<file path="src/rtl/fp_dot_accum_ctrl_if.sv">
// ---------------------------------------------------------------------------
// fp_dot_accum_ctrl_if
// Groups the stream, adder and result signals of the dot-product sequencer.
//   start/vec_len        : run request and element count
//   in_valid/in_data     : product stream in; in_ready back to the producer
//   add_a/add_b          : operands to the shared combinational float adder
//   add_result           : adder sum returned to the sequencer
//   busy/done/sum        : run status and final dot-product result
//   elem_cnt             : elements accepted in the current run
// master: the environment (multiplier stage, adder, consumer).
// slave : the sequencer itself.
// ---------------------------------------------------------------------------
interface fp_dot_accum_ctrl_if #(
  parameter int LEN_W = 8
);
  logic             start;
  logic [LEN_W-1:0] vec_len;
  logic             in_valid;
  logic [31:0]      in_data;
  logic             in_ready;
  logic [31:0]      add_a;
  logic [31:0]      add_b;
  logic [31:0]      add_result;
  logic             busy;
  logic             done;
  logic [31:0]      sum;
  logic [LEN_W-1:0] elem_cnt;

  modport master (
    output start, vec_len, in_valid, in_data, add_result,
    input  in_ready, add_a, add_b, busy, done, sum, elem_cnt
  );

  modport slave (
    input  start, vec_len, in_valid, in_data, add_result,
    output in_ready, add_a, add_b, busy, done, sum, elem_cnt
  );
endinterface

</file>
<file path="src/rtl/fp_dot_accum_ctrl.sv">
// ---------------------------------------------------------------------------
// fp_dot_accum_ctrl
// Streams float32 products into an external combinational float adder and
// accumulates them into a dot-product sum over a programmed vector length.
// Ports:
//   clk : clock
//   rst : synchronous, active-high reset
//   bus : fp_dot_accum_ctrl_if.slave (stream in, adder operands/result,
//         busy/done/sum/elem_cnt status)
// The adder assumes an implied leading 1, so zero operands never reach it:
// zero products are skipped, and a zero accumulator is replaced by the
// incoming product instead of being added to it.
// ---------------------------------------------------------------------------
module fp_dot_accum_ctrl #(
  parameter int LEN_W = 8
) (
  input logic                clk,
  input logic                rst,
  fp_dot_accum_ctrl_if.slave bus
);

  typedef enum logic [1:0] {
    IDLE   = 2'd0,
    ACCUM  = 2'd1,
    FINISH = 2'd2
  } state_t;

  state_t           state_q, state_d;
  logic [31:0]      acc_q;
  logic [31:0]      sum_q;
  logic             acc_empty_q;
  logic [LEN_W-1:0] len_q;
  logic [LEN_W-1:0] cnt_q;

  logic             xfer;
  logic             last;
  logic             in_zero;
  logic             acc_zero;
  logic [31:0]      acc_new;

  // Sign bit ignored: +0 and -0 are both zeros for the adder's purposes.
  assign in_zero  = (bus.in_data[30:0] == 31'd0);
  assign acc_zero = (acc_q[30:0] == 31'd0);
  assign last     = (cnt_q == len_q - LEN_W'(1));

  // Accumulator candidate for this transfer: skip zeros, bypass-load into an
  // empty or cancelled accumulator, otherwise take the adder sum.
  always_comb begin
    if (in_zero)                      acc_new = acc_q;
    else if (acc_empty_q || acc_zero) acc_new = bus.in_data;
    else                              acc_new = bus.add_result;
  end

  // Next-state logic.
  always_comb begin
    // NOTE: every variable gets a default before the case so no path leaves
    // it unassigned; otherwise synthesis infers a latch.
    state_d = state_q;
    xfer    = 1'b0;
    case (state_q)
      IDLE: begin
        if (bus.start) state_d = (bus.vec_len == '0) ? FINISH : ACCUM;
      end
      ACCUM: begin
        if (bus.in_valid) begin
          xfer = 1'b1;
          if (last) state_d = FINISH;
        end
      end
      FINISH:  state_d = IDLE;
      default: state_d = IDLE;
    endcase
  end

  always_ff @(posedge clk) begin
    // NOTE: clocked state uses non-blocking assignments so every register
    // samples pre-edge values regardless of statement order.
    if (rst) state_q <= IDLE;
    else     state_q <= state_d;
  end

  always_ff @(posedge clk) begin
    if (rst) begin
      acc_q       <= 32'h0;
      acc_empty_q <= 1'b1;
      len_q       <= '0;
      cnt_q       <= '0;
      sum_q       <= 32'h0;
    end else begin
      if (state_q == IDLE && bus.start) begin
        if (bus.vec_len != '0) begin
          len_q       <= bus.vec_len;
          acc_q       <= 32'h0;
          acc_empty_q <= 1'b1;
          cnt_q       <= '0;
        end else begin
          sum_q <= 32'h0;
        end
      end
      if (xfer) begin
        cnt_q <= cnt_q + LEN_W'(1);
        if (!in_zero) begin
          acc_q       <= acc_new;
          acc_empty_q <= 1'b0;
        end
        if (last) sum_q <= acc_new;
      end
    end
  end

  // in_ready depends on state only so the producer never sees a
  // combinational path from its own valid.
  assign bus.in_ready = (state_q == ACCUM);
  assign bus.busy     = (state_q != IDLE);
  assign bus.done     = (state_q == FINISH);
  assign bus.add_a    = acc_q;
  assign bus.add_b    = bus.in_data;
  assign bus.sum      = sum_q;
  assign bus.elem_cnt = cnt_q;

endmodule
</file>
<file path="src/flat_wrapper.sv">
// flat-port wrapper written by rule: the top's interface ports become plain ports
module fp_dot_accum_ctrl_flat 
#(
  parameter int LEN_W = 8
)
  (clk, rst, bus_start, bus_vec_len, bus_in_valid, bus_in_data, bus_add_result, bus_in_ready, bus_add_a, bus_add_b, bus_busy, bus_done, bus_sum, bus_elem_cnt);
  fp_dot_accum_ctrl_if #(.LEN_W(LEN_W)) bus_i ();
  input logic clk;
  input logic rst;
  input wire logic [$bits(bus_i.start)-1:0] bus_start;
  input wire logic [$bits(bus_i.vec_len)-1:0] bus_vec_len;
  input wire logic [$bits(bus_i.in_valid)-1:0] bus_in_valid;
  input wire logic [$bits(bus_i.in_data)-1:0] bus_in_data;
  input wire logic [$bits(bus_i.add_result)-1:0] bus_add_result;
  output wire logic [$bits(bus_i.in_ready)-1:0] bus_in_ready;
  output wire logic [$bits(bus_i.add_a)-1:0] bus_add_a;
  output wire logic [$bits(bus_i.add_b)-1:0] bus_add_b;
  output wire logic [$bits(bus_i.busy)-1:0] bus_busy;
  output wire logic [$bits(bus_i.done)-1:0] bus_done;
  output wire logic [$bits(bus_i.sum)-1:0] bus_sum;
  output wire logic [$bits(bus_i.elem_cnt)-1:0] bus_elem_cnt;
  assign bus_i.start = bus_start;
  assign bus_i.vec_len = bus_vec_len;
  assign bus_i.in_valid = bus_in_valid;
  assign bus_i.in_data = bus_in_data;
  assign bus_i.add_result = bus_add_result;
  assign bus_in_ready = bus_i.in_ready;
  assign bus_add_a = bus_i.add_a;
  assign bus_add_b = bus_i.add_b;
  assign bus_busy = bus_i.busy;
  assign bus_done = bus_i.done;
  assign bus_sum = bus_i.sum;
  assign bus_elem_cnt = bus_i.elem_cnt;
  fp_dot_accum_ctrl #(.LEN_W(LEN_W)) u_core (.clk(clk), .rst(rst), .bus(bus_i));
endmodule
</file>
<file path="config.mk">
export PLATFORM = sky130hd
export DESIGN_NAME = fp_dot_accum_ctrl_flat
export DESIGN_NICKNAME = d
export VERILOG_FILES = /design/src/rtl/fp_dot_accum_ctrl_if.sv /design/src/rtl/fp_dot_accum_ctrl.sv /design/src/flat_wrapper.sv
export SDC_FILE = /design/constraint.sdc
export NUM_CORES = 1
export LEC_CHECK = 0
export ABC_AREA = 1
export CORE_MARGIN = 8
export CORE_UTILIZATION = 41
export DETAILED_ROUTE_END_ITERATION = 16
export PLACE_DENSITY = 0.77
export SLEW_MARGIN = 30
export SYNTH_ARGS = -nofsm -noshare
export SYNTH_HDL_FRONTEND = slang
export SYNTH_SLANG_ARGS = --single-unit
export TNS_END_PERCENT = 10
</file>
<file path="constraint.sdc">
create_clock -name clk -period 1.9 [get_ports clk]
set_clock_uncertainty 0.05 [all_clocks]
set_input_delay 0.38 -clock clk [delete_from_list [all_inputs] [get_ports clk]]
set_output_delay 0.38 -clock clk [all_outputs]
set_load 0.1 [all_outputs]
</file>
==> results of run 1 <==
[worst max-delay path: cells and delay by family]
kind	cells	cell delay (ps)
AO/OA/AOI/OAI	1	90
AND/OR/NAND/NOR	4	620
buffers and inverters	5	1040
[power by group]
part / internal [µW] / total, µW / switching [µW]
clock network: 1070 / 1820 / 751
logic: 767 / 2010 / 1240
registers: 1800 / 1870 / 71.1
[stage by stage]
step / hold WS (ps) / instance area [µm²] / setup slack [ps] / std cells / setup TNS [ps]
finish: 443 / 9510 / -69.7 / 1251 / -153
global route: 468 / 9510 / -123 / 1251 / -4700
CTS: 452 / 9080 / -44.2 / 1238 / -139
detailed placement: 442 / 8670 / -409 / 1220 / -25340
global placement: 415 / 8670 / -336 / 1220 / -21170
floorplan: 402 / 5220 / -130 / 850 / -2910
[state kept, by name, indices dropped and copies added, names as in the netlist]
register	count
u_core.bus.sum	32
u_core.len_q	8
u_core.state_q	2
u_core.bus.add_a	32
u_core.bus.elem_cnt	8
u_core.acc_empty_q	1
[metal layers]
layer	vias to the layer above	global-route usage (%)	wire [µm]
met5	-	0	0
met4	0	8.95	703
met3	66	7.15	2220
met2	383	42.7	10700
met1	3009	27.4	7850
li1	3141	-	-
[cells by family after synthesis]
logic type                 Yosys count  share of synthesized area, %
and+or+nand+nor                    526                          44.5
buffers and inverters              169                          15.6
DFF                                 83                          32.2
AOI/OAI and AO/OA                   65                          6.33
xor gates and xnor gates             5                         0.849
adders and majority gates            2                         0.485
[what timing repair did]
| item | in CTS | in global routing |
|---|---|---|
| hold buffers | 0 | 0 |
| gates cloned | 1 | 6 |
| pin swaps | 1 | 25 |
| endpoints found under the setup margin | 60 | 71 |
| gates resized for setup | 19 | 91 |
| setup buffers | 1 | 7 |
[layout make-up]
cell class | instances | share of cell area (%)
repair buffers | 293 | 42.9
multi-input cells | 598 | 30.0
flip-flops and latches | 83 | 18.0
inverters | 89 | 3.62
clock buffers | 10 | 2.51
well taps | 172 | 2.26
clock inverters | 6 | 0.750
[layout by cell type (no fill, tap or decap), drive strengths merged, types with 2 or more instances in the layout]
cell type / instances
clkinv: 3
ha: 2
inv: 88
dfxtp: 83
clkinvlp: 3
a21oi: 48
clkdlybuf4s50: 51
nand3: 114
nor2: 108
or2: 3
dlymetal6s2s: 24
nor3: 6
nand2: 247
buf: 212
clkbuf: 16
nand4: 45
and3: 2
o21ai: 16
xnor2: 4
[path summary, 6_finish.rpt]
| kind | from | end | slack (ps) | depth (start not counted) |
|---|---|---|---|---|
| max reg2reg | u_core.len_q[0] | u_core.bus.sum[22] | 0 | 16 |
| max | bus_in_data[9] | u_core.bus.add_a[5] | -70 | 10 |
| min reg2reg | u_core.len_q[6] | u_core.len_q[6] | 460 | 2 |
| min | bus_in_data[18] | u_core.bus.add_a[18] | 440 | 5 |
==> results.sh, run 1 <==
export IMPL_outcome="finished with violations"
export IMPL_violations="negative setup slack"
export IMPL_cts_tree="done"
export IMPL_wl_mm=21.4
export IMPL_regArea_mm2=0.00171
export IMPL_cp_arrival_ps=2130
export IMPL_fp_dieArea_mm2=0.0164
export IMPL_cts_root_buf="clkbuf_16"
export IMPL_avgViaCountPerCell=5.27
export IMPL_rsz0062_at_grt="true"
export IMPL_synthFlopType="dfxtp_1"
export IMPL_hold_violations=0
export IMPL_ys_top_cells_by_area="dfxtp_1 32%, nand2_1 18%, nand3_1 11%, nor2_1 7.5%, inv_1 6.3%"
export IMPL_io_pin_count=183
export IMPL_synth_async_reset_ratio_pct=0
export IMPL_synth_distinct_cells=29
export IMPL_fin_util_pct=76.3
export IMPL_die_y_um=128
export IMPL_htreeDepth=3
export IMPL_antenna_found_initial=0
export IMPL_peakVddDrop_mv=0.628
export IMPL_syn_instance_count=850
export IMPL_grt_max_degree=33
export IMPL_initial_core_util_pct=41.4
export IMPL_drv_slew=0
export IMPL_drt_iter0_markers=522
export IMPL_drtAntennaViolNets=0
export IMPL_worst_path_max_fanout=6
export IMPL_port_buffers=182
export IMPL_synth_seq_cells=83
export IMPL_numCtsBuffers=9
export IMPL_synth_common_cells="247 x nand2_1, 113 x nand3_1, 103 x nor2_1"
export IMPL_p_leak_uw=0.00455
export IMPL_synth_edff_count=0
export IMPL_max_freq_mhz=508
export IMPL_fill_cells=868
export IMPL_nets=1152
export IMPL_cts_clk_slew_worst_paths_ps=70
export IMPL_routedWlPerCell_um=17.1
export IMPL_yosysMostFrequentCell="nand2_1"
export IMPL_p_per_area_mw_per_mm2=599
export IMPL_tightest_slew_ps=374
export IMPL_finalCriticalPeriod_ps=1970
export IMPL_drtPass1Iterations=5
export IMPL_p_total_uw=5690
export IMPL_crit_path_top_delay_cell="clkdlybuf4s50_1"
export IMPL_finalWorstSetupSlack_ps=-69.7
export IMPL_critPathCaptureType="flop"
export IMPL_maxCapViolations=0
export IMPL_synth_fp_nets=928
export IMPL_fp_coreArea_mm2=0.0125
export IMPL_grt_overflow=0
export IMPL_critPathKind="in2reg"
export IMPL_yosysTopAreaCellShare_pct=32.2
export IMPL_required_ps=2060
export IMPL_grt_pass1_wl_mm=32.3
export IMPL_timing_slew_headroom_pct=75.1
export IMPL_syn2layout_area_growth_pct=84.5
export IMPL_final_period_utilization_pct=104
export IMPL_vias=6599
export IMPL_synthesis_area_mm2=0.00516
export IMPL_cts_sinks=83
export IMPL_setup_viol=6
export IMPL_diodes=0
export IMPL_grt_pass1_vias=6519
export IMPL_rows=41
export IMPL_place_congestion=0.875
export IMPL_die_x_um=128
export IMPL_track_usage_pct=24.4
export IMPL_dp_hpwl_mm=14.8
export IMPL_insertion_delay_ps=330
export IMPL_timing_hold_worst_class="in2reg"
export IMPL_yosysTopAreaCell="dfxtp_1"
export IMPL_multi_input_area_mm2=0.00285
export IMPL_yosys_warnings=0
export IMPL_drc_errors=0
export IMPL_drive_gt1_share_pct=31.4
export IMPL_clock_path_buffers=2
export IMPL_max_stage_delay_ps=460
export IMPL_cp_common_cell="nand4_1"
export IMPL_crit_chain="clkdlybuf4s50_1 -> inv_1 -> nand4_1 -> nor2_2 -> nand3_4 -> buf_8 -> buf_12 -> buf_4 -> nand4_1 -> a21oi_2"
export IMPL_seq_area_frac_synth_pct=32.2
export IMPL_avgSynthCellArea_um2=6.07
export IMPL_critical_path_startpoint_type="input port"
(Power assumes the default switching activity.)
==> run 2: changes to the inputs <==
- SETUP_SLACK_MARGIN: default -> 0.4
==> run 2 against run 1 <==
  * The run still ends with negative setup slack left
  * Total power is 6.3% higher
  * Setup slack got worse by 15 ps
  * Via count increased by 4.4%
  * Flip-flop and latch count stayed put
  * Utilization rose by 3.3 points
  * Count of clock-buffer cells in the layout is the same
  * Critical endpoint is now u_core.bus.sum[7]
==> results.sh, run 2 (same netlist as run 1, synthesis figures left out) <==
export IMPL_io_pin_count=183
export IMPL_cts_clk_slew_worst_paths_ps=60
export IMPL_htreeDepth=3
export IMPL_vias=6889
export IMPL_drtAntennaViolNets=0
export IMPL_initial_core_util_pct=41.4
export IMPL_grt_max_degree=38
export IMPL_fin_util_pct=79.6
export IMPL_port_buffers=182
export IMPL_drtPass1Iterations=5
export IMPL_nets=1174
export IMPL_finalCriticalPeriod_ps=1980
export IMPL_final_cell_mix="236 x nand2_1, 118 x buf_12, 107 x buf_4, 97 x nand3_1, 63 x inv_1"
export IMPL_required_ps=2080
export IMPL_clock_path_buffers=2
export IMPL_peakVddDrop_mv=0.413
export IMPL_pwr_share_comb_pct=40.9
export IMPL_fp_dieArea_mm2=0.0164
export IMPL_drt_iter0_markers=760
export IMPL_track_usage_pct=27.1
export IMPL_final_area_mm2=0.00993
export IMPL_p_per_area_mw_per_mm2=610
export IMPL_critPathKind="reg2reg"
export IMPL_setup_viol=21
export IMPL_drive_gt1_share_pct=37.1
export IMPL_fp_coreArea_mm2=0.0125
export IMPL_hold_slack_ps=450
export IMPL_drv_slew=0
export IMPL_grt_overflow=0
export IMPL_tightest_slew_ps=303
export IMPL_routedWlPerCell_um=18.5
export IMPL_place_congestion=0.896
export IMPL_violations="negative setup slack"
export IMPL_p_sw_share_pct=36.8
export IMPL_p_sw_uw=2230
export IMPL_cp_arrival_ps=2160
export IMPL_p_seq_share_pct=30.7
export IMPL_timing_slew_headroom_pct=79.8
export IMPL_insertion_delay_ps=340
export IMPL_critPathCaptureType="flop"
export IMPL_grt_pass1_wl_mm=35.1
export IMPL_drc_errors=0
export IMPL_antenna_found_initial=2
export IMPL_wl_mm=23.5
export IMPL_avgViaCountPerCell=5.40
export IMPL_cts_tree="done"
export IMPL_outcome="finished with violations"
export IMPL_clkPwrFrac_pct=28.3
export IMPL_grt_pass1_vias=6824
export IMPL_final_period_utilization_pct=104
export IMPL_syn2layout_area_growth_pct=92.5
export IMPL_numCtsBuffers=9
export IMPL_dp_hpwl_mm=14.5
export IMPL_finalWorstSetupSlack_ps=-84.3
export IMPL_worst_path_max_fanout=16
export IMPL_cts_root_buf="clkbuf_16"
export IMPL_final_common_cell="nand2_1"
export IMPL_timing_hold_worst_class="reg2reg"
export IMPL_p_int_uw=3820
export IMPL_die_x_um=128
export IMPL_cts_sinks=83
export IMPL_maxCapViolations=0
export IMPL_max_freq_mhz=504
export IMPL_hold_violations=0
export IMPL_critical_path_startpoint_type="flop"
export IMPL_p_leak_uw=0.00458
export IMPL_die_y_um=128
export IMPL_postCtsHoldBufs=0
export IMPL_rsz0062_at_grt="true"
export IMPL_dpl_cell_area_mm2=0.00868
export IMPL_rows=41
[run 2: layer usage]
layer  track usage, %  vias up  part of all wire [%]
li1                 -     3200                     -
met1             30.0     3151                    35
met2             46.0      443                    49
met3             7.15       95                    11
met4             15.4        0                   5.0
met5             1.30        -                     0
[run 2: what timing repair did]
item / 4_1_cts / 5_1_grt
cloned: 8 / 1
endpoints found under the setup margin: 116 / 101
buffers inserted: 34 / 3
gates resized for setup: 78 / 91
pin swaps: 18 / 28
[run 2: layout make-up]
| type | count | area, µm² |
|---|---|---|
| antenna | 2 | 5.00 |
| clock buffer | 10 | 229 |
| clock inverter | 6 | 56.3 |
| fill | 774 | 2540 |
| inverter | 89 | 340 |
| multi-input combinational | 598 | 3080 |
| sequential | 83 | 1770 |
| tap | 172 | 215 |
| timing repair buffer | 315 | 4230 |
[run 2: critical path: stages, from the launching register on]
cell     delay, ps
dfxtp_2        340
inv_2           50
ha_4           230
xnor2_1        130
nor2_1         100
nand2_1         60
nor2_1          80
nand2_1         60
nor2_1          80
nand4_1        130
buf_4          190
buf_16         170
nor2_1         130
nor2_1          70
[run 2: power groups by stage]
stage / clock, µW / combinational (µW) / sequential (µW)
6_report: 1720 / 2480 / 1860
5_1_grt: 1790 / 2580 / 1870
4_1_cts: 1720 / 2350 / 1850
3_5_place_dp: 0 / 1920 / 1890
3_3_place_gp: 0 / 1890 / 1890
2_1_floorplan: 0 / 956 / 2080
[run 2: final timing paths]
path | from | end | slack, ps | cells past startpoint
max reg2reg | u_core.len_q[0] | u_core.bus.sum[7] | -80 | 13
min | u_core.acc_empty_q | u_core.acc_empty_q | 450 | 2
min reg2reg | u_core.acc_empty_q | u_core.acc_empty_q | 450 | 2
max | u_core.len_q[0] | u_core.bus.sum[7] | -80 | 13
[run 2: per-stage QoR]
| step | worst slack (ps) | setup TNS, ps | cells | total power [µW] |
|---|---|---|---|---|
| global route | -233 | -5360 | 1275 | 6240 |
| detailed placement | -424 | -26410 | 1211 | 3800 |
| global placement | -328 | -20080 | 1211 | 3780 |
| CTS | 27.1 | 0 | 1269 | 5920 |
| finish | -84.3 | -305 | 1275 | 6050 |
| floorplan | 31.2 | 0 | 850 | 3030 |
